File: config.mk
export PLATFORM = sky130hd
export DESIGN_NAME = cuadro_fb_writer
export DESIGN_NICKNAME = d
export VERILOG_FILES = /design/src/rtl/cuadro_fb_writer.sv
export SDC_FILE = /design/constraint.sdc
export NUM_CORES = 1
export LEC_CHECK = 0
export CAP_MARGIN = 25
export CORE_MARGIN = 2
export CORE_UTILIZATION = 25
export CTS_BUF_LIST = sky130_fd_sc_hd__clkbuf_8
export DETAILED_ROUTE_END_ITERATION = 8
export HOLD_SLACK_MARGIN = 0.03
export PLACE_DENSITY = 0.48
export SYNTH_ARGS = -nofsm -noshare
export SYNTH_HDL_FRONTEND = slang
export SYNTH_SLANG_ARGS = --single-unit
File: constraint.sdc
create_clock -name clk -period 7.49 [get_ports clk]
set_input_delay 2.247 -clock clk [delete_from_list [all_inputs] [get_ports clk]]
set_output_delay 2.247 -clock clk [all_outputs]
set_load 0.005 [all_outputs]
File: src/rtl/cuadro_fb_writer.sv
// cuadro_fb_writer: paints eight colour squares (4x2 grid) into the frame
// buffer write port, repainting only squares whose colour changed since
// they were last painted. One pixel write per clock while painting.
//
//   state    | meaning
//   ---------+------------------------------------------------------------
//   S_IDLE   | nothing pending, write port quiet
//   S_SELECT | pick lowest dirty square, latch its colour, issue first write
//   S_PAINT  | one pixel per cycle, row-major inside the square
module cuadro_fb_writer #(
  parameter int AW    = 15,
  parameter int DW    = 3,
  parameter int IMG_W = 160,
  parameter int IMG_H = 120,
  parameter int COLS  = 4
) (
  input  logic          clk,
  input  logic          rst,
  input  logic [DW-1:0] cuadroColores0,
  input  logic [DW-1:0] cuadroColores1,
  input  logic [DW-1:0] cuadroColores2,
  input  logic [DW-1:0] cuadroColores3,
  input  logic [DW-1:0] cuadroColores4,
  input  logic [DW-1:0] cuadroColores5,
  input  logic [DW-1:0] cuadroColores6,
  input  logic [DW-1:0] cuadroColores7,
  output logic [AW-1:0] mem_addr,
  output logic [DW-1:0] mem_data,
  output logic          mem_we,
  output logic          busy,
  output logic          sq_done
);

  localparam int NSQ  = 8;
  localparam int SQ_W = IMG_W / COLS;
  localparam int SQ_H = IMG_H / 2;
  localparam int XW   = $clog2(SQ_W);
  localparam int YW   = $clog2(SQ_H);

  typedef enum logic [1:0] {S_IDLE, S_SELECT, S_PAINT} state_t;

  state_t        state;
  logic [DW-1:0] col_in  [NSQ];
  logic [DW-1:0] painted [NSQ];
  logic [NSQ-1:0] dirty;
  logic [NSQ-1:0] mismatch;
  logic [NSQ-1:0] pend;
  logic          any_pend;
  logic [2:0]    sel_idx;
  logic [AW-1:0] sel_base;
  logic [DW-1:0] colour;
  logic [XW-1:0] x;
  logic [YW-1:0] y;
  logic [AW-1:0] base;

  assign col_in[0] = cuadroColores0;
  assign col_in[1] = cuadroColores1;
  assign col_in[2] = cuadroColores2;
  assign col_in[3] = cuadroColores3;
  assign col_in[4] = cuadroColores4;
  assign col_in[5] = cuadroColores5;
  assign col_in[6] = cuadroColores6;
  assign col_in[7] = cuadroColores7;

  // Compare each requested colour against what is on screen; the combined
  // pending vector lets IDLE react in the same cycle a change arrives.
  always_comb begin
    mismatch = '0;
    for (int i = 0; i < NSQ; i++) begin
      mismatch[i] = (col_in[i] != painted[i]);
    end
    pend     = dirty | mismatch;
    any_pend = |pend;
  end

  // Lowest dirty square wins, and its top-left address is the only place a
  // multiply appears (constant operands, evaluated once per square).
  always_comb begin
    sel_idx = '0;
    for (int i = NSQ - 1; i >= 0; i--) begin
      if (dirty[i]) sel_idx = 3'(i);
    end
    sel_base = AW'((int'(sel_idx) / COLS) * SQ_H * IMG_W
                 + (int'(sel_idx) % COLS) * SQ_W);
  end

  // Dirty flags accumulate mismatches; selecting a square clears its flag
  // and records the colour that is about to be painted.
  always_ff @(posedge clk or posedge rst) begin
    if (rst) begin
      dirty <= '1;
      for (int i = 0; i < NSQ; i++) painted[i] <= '0;
    end else begin
      dirty <= pend;
      if (state == S_SELECT) begin
        dirty[sel_idx]   <= 1'b0;
        painted[sel_idx] <= col_in[sel_idx];
      end
    end
  end

  // Sequencer: mem_addr tracks base+x incrementally so the painting loop
  // needs only adders; the write outputs are registered.
  always_ff @(posedge clk or posedge rst) begin
    if (rst) begin
      state    <= S_IDLE;
      mem_addr <= '0;
      mem_data <= '0;
      mem_we   <= 1'b0;
      busy     <= 1'b0;
      sq_done  <= 1'b0;
      colour   <= '0;
      x        <= '0;
      y        <= '0;
      base     <= '0;
    end else begin
      sq_done <= 1'b0;
      case (state)
        S_IDLE: begin
          mem_we <= 1'b0;
          busy   <= 1'b0;
          if (any_pend) begin
            state <= S_SELECT;
            busy  <= 1'b1;
          end
        end
        S_SELECT: begin
          colour   <= col_in[sel_idx];
          base     <= sel_base;
          x        <= '0;
          y        <= '0;
          mem_we   <= 1'b1;
          mem_addr <= sel_base;
          mem_data <= col_in[sel_idx];
          state    <= S_PAINT;
        end
        S_PAINT: begin
          mem_data <= colour;
          if (x == XW'(SQ_W - 1)) begin
            if (y == YW'(SQ_H - 1)) begin
              mem_we  <= 1'b0;
              sq_done <= 1'b1;
              if (any_pend) begin
                state <= S_SELECT;
              end else begin
                state <= S_IDLE;
                busy  <= 1'b0;
              end
            end else begin
              x        <= '0;
              y        <= y + YW'(1);
              base     <= base + AW'(IMG_W);
              mem_addr <= base + AW'(IMG_W);
            end
          end else begin
            x        <= x + XW'(1);
            mem_addr <= mem_addr + AW'(1);
          end
        end
        default: state <= S_IDLE;
      endcase
    end
  end

endmodule

==> results of run 1 <==
==> stage by stage <==
stage          power (mW)   util  hold slack [ps]
6_report             1.64  0.301              499
5_1_grt              1.78  0.301              523
4_1_cts              1.66  0.301              503
3_5_place_dp         1.34  0.291              484
3_3_place_gp         1.33  0.291              475
2_1_floorplan        1.13      -              458
==> synthesized netlist by cell type (all sizes together), types with 2 or more instances <==
cell type and count:
and3 14, a21oi 44, nand3b 2, nor2 63, o21ai 46, nand3 13, inv 10, a22oi 2
ha 9, clkbuf 9, a32o 2, a211oi 2, xor2 30, and4 3, o31ai 3, and4b 2
a221oi 3, a31oi 10, nor3 2, dfstp 8, buf 11, nand2 37, mux2 4, mux2i 14
a21o 5, and2 5, xnor2 8, dfrtp 74, o22a 6, nand4 8, nor2b 2, nor4 12
o211ai 2, nand2b 3, a22o 2, o22ai 2
==> state kept, by name, indices dropped and copies added, names as in the netlist, 2 cells and up <==
register	cells
y	6
mem_addr	15
dirty	8
painted	24
base	12
colour	3
state	2
x	6
mem_data	3
==> worst max-delay path: cells and delay by family <==
family / cells / cell delay (ps)
and+or+nand+nor: 3 / 900
buffers and inverters: 1 / 460
AOI/OAI and AO/OA: 1 / 190
muxes: 1 / 330
xor gates and xnor gates: 1 / 160
==> routing by layer <==
layer	track usage	up-vias
met5	0	-
met4	0.0274	0
met3	0.0344	8
met2	0.205	73
met1	0.175	1804
li1	-	1825
==> cells by family (layout without fill, tap and decap cells) <==
group / after synthesis / count (layout) / share of synthesized area
xor gates and xnor gates: 38 / 38 / 0.0724
adders and majority gates: 9 / 9 / 0.0245
AOI/OAI and AO/OA: 138 / 138 / 0.193
muxes: 18 / 18 / 0.0403
and+or+nand+nor: 169 / 169 / 0.186
DFF: 82 / 82 / 0.448
buffers and inverters: 32 / 75 / 0.0362
==> path summary, 6_finish.rpt <==
path | start | end | slack [ps] | cells past startpoint
max | cuadroColores7[2] | state[1] | 3440 | 7
max reg2reg | x[0] | mem_addr[12] | 4900 | 5
min | y[1] | y[1] | 500 | 2
max in group asynchronous | rst | painted[20] | 4160 | 3
min reg2reg | y[1] | y[1] | 500 | 2
min in group asynchronous | rst | base[10] | 2220 | 2
==> report_power, final <==
group | switching, mW | total, mW | internal [mW]
Combinational | 0.403 | 0.673 | 0.270
Clock | 0.166 | 0.315 | 0.149
Sequential | 0.106 | 0.653 | 0.547
==> final cells by class <==
type / instances / area [um2]
clock buffer: 9 / 124
clock inverter: 7 / 57.6
fill: 1921 / 12600
inverter: 11 / 42.5
multi-input combinational: 372 / 2370
sequential: 82 / 2060
tap: 229 / 287
timing repair buffer: 48 / 475
==> impl_metrics.csv, run 1 <==
group,metric,value,unit
detailed_routing,detail_route.vias_per_cell,4.89,
sta,clock_skew,12.0,ps
sta,rsz0062_at_grt,"false",
sta,drv_slew,0,
yosys,syn-num-nets,521,
placement,postPlaceCellArea,5240,um2
floorplanning,ios,47,
setup_path,critPathKind,"in2reg",
sta,setup_viol,0,
placement,dp_cells,742,
detailed_routing,wl_met2,5540,um
sta,fin_crit,4050,ps
placement,dp_hpwl,8610,um
setup_path,critPathSlowestCell,"nor4_1",
sta,fmax,247,MHz
global_routing,track_usage,0.128,
cts,root_buffer,"clkbuf_8",
yosys,yosysTopAreaCellShare,0.403,
yosys,synth_edf_count,0,
global_routing,grt_antenna_before_repair,0,
detailed_routing,drc,0,
yosys,yosysTopAreaCell,"dfrtp_1",
cts,cts_resized,0,
sta,hold_violations,0,
placement,pre_cts_ws,3060,ps
yosys,synthArstFlopShare,1.00,
setup_path,worstPathArrival,4290,ps
cts,cts_setup_buffers,0,
placement,numPortBuffers,46,
cts,cts_buffer_depth,2,
cts,htree_levels,3,
global_routing,grt_pass1_wl,20300,um
floorplanning,core,18000,um2
setup_path,end_kind,"flip-flop",
sta,slew_headroom,0.479,
finish,layout_commonest_cell,"dfrtp_1",
cts,cts_tree,"yes",
detailed_routing,drt-initial-drc-count,165,
setup_path,cp.required,7730,ps
cts,clkTransAtPathRegs,90,ps
detailed_routing,wl_met1,5830,um
sta,min_period_over_period,0.541,
setup_path,crit_fanout,3,
power_and_ir_drop,ir_drop,0.134,mV
flow_run,cap_viol_max_count,0,
finish,fin_nets,559,
yosys,syn_avg_cell_area,9.46,um2
floorplanning,start_util,0.255,
floorplanning,row_count,49,
floorplanning,dieArea,19500,um2
setup_path,crit_chain,"clkdlybuf4s50_1, xor2_1, nor4_1, nand4_1, nor2_1, a21o_1, mux2_2",
placement,globalplace.congestion,0.859,
setup_path,max_stage_delay,470,ps
yosys,yosysUniqueCellTypes,65,
floorplanning,die_h,140,um
cts,clock-sinks,82,
setup_path,start_kind,"primary input",
detailed_routing,wire_per_inst,15.7,um
outcome,status,"complete, no violations",
finish,final_cells,758,
detailed_routing,routed-wl-met3,455,um
finish,stdcell_area,5420,um2
detailed_routing,ant_nets,0,
sta,fin_setup_tns,0,ps
yosys,synthTopCellsByArea,"dfrtp_1 (40%), xor2_1 (5.7%), nor2_1 (5.1%), o21ai_0 (4.8%), a21oi_1 (4.7%)",
cts,numCtsBuffers,9,
power_and_ir_drop,p_leak,2.14,nW
cts,hold_buffers,0,
yosys,synthCells,486,
global_routing,grt_max_degree,59,
floorplanning,dieWidth,140,um
global_routing,grt_pass1_vias,3794,
detailed_routing,dr.pass1.iters,4,
finish,drive_above_1_share,0.0888,
cts,clk_latency,360,ps
detailed_routing,top_layer_used,"met4",
power_and_ir_drop,power_density,303,nW/um2
global_routing,grt.overflow.total,0,
yosys,seq_area_frac_synth,0.448,
sta,setup_slack,3440,ps
yosys,synth_ff_type,"dfrtp_1",
detailed_routing,vias,3710,
yosys,ys_seq_elements,82,
finish,diodes,0,
finish,layout_common_cells,"dfrtp_1 (74), nor2_1 (63), clkdlybuf4s50_1 (46)",
sta,worst_slew_pin_slew,779,ps
detailed_routing,wl,11900,um
yosys,yosysWarnings,0,
finish,syn_to_final_growth,17.8,%
yosys,synth_area,4600,um2
min_path,min_path_type,"reg2reg",
No activity file was read; power rests on OpenSTA's default activity.
==> run 2: changes to the inputs <==
--- a/config.mk
+++ b/config.mk
@@ -11,7 +11,7 @@
 export CTS_BUF_LIST = sky130_fd_sc_hd__clkbuf_8
 export DETAILED_ROUTE_END_ITERATION = 8
 export HOLD_SLACK_MARGIN = 0.03
-export PLACE_DENSITY = 0.48
+export PLACE_DENSITY = 0.49
 export SYNTH_ARGS = -nofsm -noshare
 export SYNTH_HDL_FRONTEND = slang
 export SYNTH_SLANG_ARGS = --single-unit
==> constraint.sdc (replaced) <==
create_clock -name clk -period 3.5 [get_ports clk]
set_input_delay 1.05 -clock clk [delete_from_list [all_inputs] [get_ports clk]]
set_output_delay 1.05 -clock clk [all_outputs]
set_load 0.005 [all_outputs]
==> run 2 against run 1 <==
Net effect: sequential cell count did not move; worst setup slack worse by 2800 ps; cell count rose by 0.66%; sequential power rose by 110%; hold slack worse by 3.6 ps; critical path type unchanged; clock-buffer cell count stayed put; die area did not move; critical endpoint unchanged; utilization is 0.35 points higher; non-clock buffer count grew 5; highest routed layer unchanged; global-route usage is 0.26 points lower.
==> impl_metrics.csv, run 2 (synthesis gave the netlist of run 1 again) <==
group,metric,value,unit
outcome,status,"complete, no violations",
sta,setup_viol,0,
power_and_ir_drop,power_density,651,nW/um2
cts,clock-sinks,82,
cts,htree_levels,3,
placement,pre_cts_ws,310,ps
power_and_ir_drop,power.total,3.57,mW
global_routing,grt_max_degree,34,
power_and_ir_drop,p_leak,2.16,nW
sta,slew_headroom,0.527,
finish,stdcell_area,5480,um2
floorplanning,row_count,49,
setup_path,crit_chain,"clkdlybuf4s50_1, xor2_1, nor4_1, nand4_1, nor2_1, a21o_1, mux2_2",
finish,drive_above_1_share,0.103,
cts,clk_latency,360,ps
setup_path,critPathSlowestCell,"nor4_1",
sta,min_period_over_period,0.804,
finish,syn_to_final_growth,19.2,%
setup_path,worstPathArrival,3060,ps
placement,globalplace.congestion,0.876,
setup_path,critPathKind,"in2reg",
global_routing,grt_pass1_wl,19900,um
cts,cts_setup_buffers,0,
setup_path,ff2ff_path_depth,7,
setup_path,cpLargestDelayFamily,"simple AND/OR/NAND/NOR gates",
detailed_routing,dr.pass1.iters,4,
placement,dp_cells,747,
cts,clkTransAtPathRegs,80,ps
setup_path,cp_num_buf_inv,1,
finish,utilization,0.304,
finish,final_cells,763,
finish,largest-register,"painted",
finish,layout_common_cells,"dfrtp_1 (74), nor2_1 (63), clkdlybuf4s50_1 (46)",
global_routing,grt_pass1_vias,3770,
cts,numCtsBuffers,9,
floorplanning,dieWidth,140,um
cts,cts_buffer_depth,2,
floorplanning,die_h,140,um
placement,dp_hpwl,8800,um
setup_path,cp.required,3750,ps
global_routing,track_usage,0.126,
finish,layout_commonest_cell,"dfrtp_1",
cts,root_buffer,"clkbuf_8",
floorplanning,ios,47,
placement,postPlaceCellArea,5290,um2
cts,cts_tree,"yes",
finish,diodes,0,
placement,numPortBuffers,46,
min_path,hold_start,"y[1]",
sta,worst_slew_pin_slew,710,ps
setup_path,worstReg2RegStart,"state[0]",
finish,reg.largest.list,"painted x24, mem_addr x15, base x12",
sta,fmax,355,MHz
flow_run,cap_viol_max_count,0,
global_routing,grt.overflow.total,0,
sta,clock_skew,11.6,ps
finish,largest_register_ffs,24,
sta,drv_slew,0,
detailed_routing,drt-initial-drc-count,161,
setup_path,regToRegEndpoint,"base[12]",
sta,fin_hold_ws,496,ps
min_path,min_to,"y[1]",
detailed_routing,drc,0,
detailed_routing,wl,11800,um
setup_path,crit_fanout,3,
detailed_routing,wire_per_inst,15.5,um
cts,hold_buffers,0,
cts,cts_resized,0,
floorplanning,start_util,0.255,
min_path,min_path_cells,2,
floorplanning,core,18000,um2
sta,fin_crit,2810,ps
setup_path,max_stage_delay,480,ps
sta,hold_violations,0,
detailed_routing,vias,3768,
setup_path,start_kind,"primary input",
power_and_ir_drop,ir_drop,0.233,mV
sta,rsz0062_at_grt,"false",
detailed_routing,ant_nets,0,
min_path,min_path_type,"reg2reg",
setup_path,r2r_slack,1320,ps
global_routing,grt_antenna_before_repair,0,
detailed_routing,detail_route.vias_per_cell,4.94,
sta,setup_slack,687,ps
setup_path,end_kind,"flip-flop",
finish,fin_nets,564,
sta,fin_setup_tns,0,ps
floorplanning,dieArea,19500,um2
## run 2: where the power goes
group | switching (mW) | total, mW | internal [mW] | leakage (nW)
registers | 0.226 | 1.40 | 1.17 | 0.962
clock network | 0.371 | 0.700 | 0.328 | 0.0931
logic | 0.870 | 1.47 | 0.600 | 1.10
## run 2: worst max-delay path by stage
stage	from	to	cells past startpoint
detailed placement	cuadroColores2[2]	state[1]	7
floorplan	rst	base[10]	1
global placement	cuadroColores2[2]	state[1]	7
finish	cuadroColores2[2]	state[1]	7
CTS	cuadroColores2[2]	state[1]	7
global route	cuadroColores2[0]	state[1]	7
## run 2: routing by layer
metal,vias up,routed length (um),GRT usage
met5,-,0,0
met4,0,148,0.0321
met3,15,522,0.0299
met2,98,5440,0.201
met1,1819,5720,0.171
li1,1836,-,-
## run 2: final cells by class
class / count / area, um2
Inverter: 11 / 42.5
Multi-Input combinational cell: 372 / 2370
Clock buffer: 9 / 124
Fill cell: 1925 / 12500
Clock inverter: 7 / 70.1
Timing Repair Buffer: 53 / 526
Sequential cell: 82 / 2060
Tap cell: 229 / 287
## run 2: worst min-delay path: stages (launching register included)
cell	delay [ps]
dfrtp_1	370
nand2_1	50
nand2_1	50
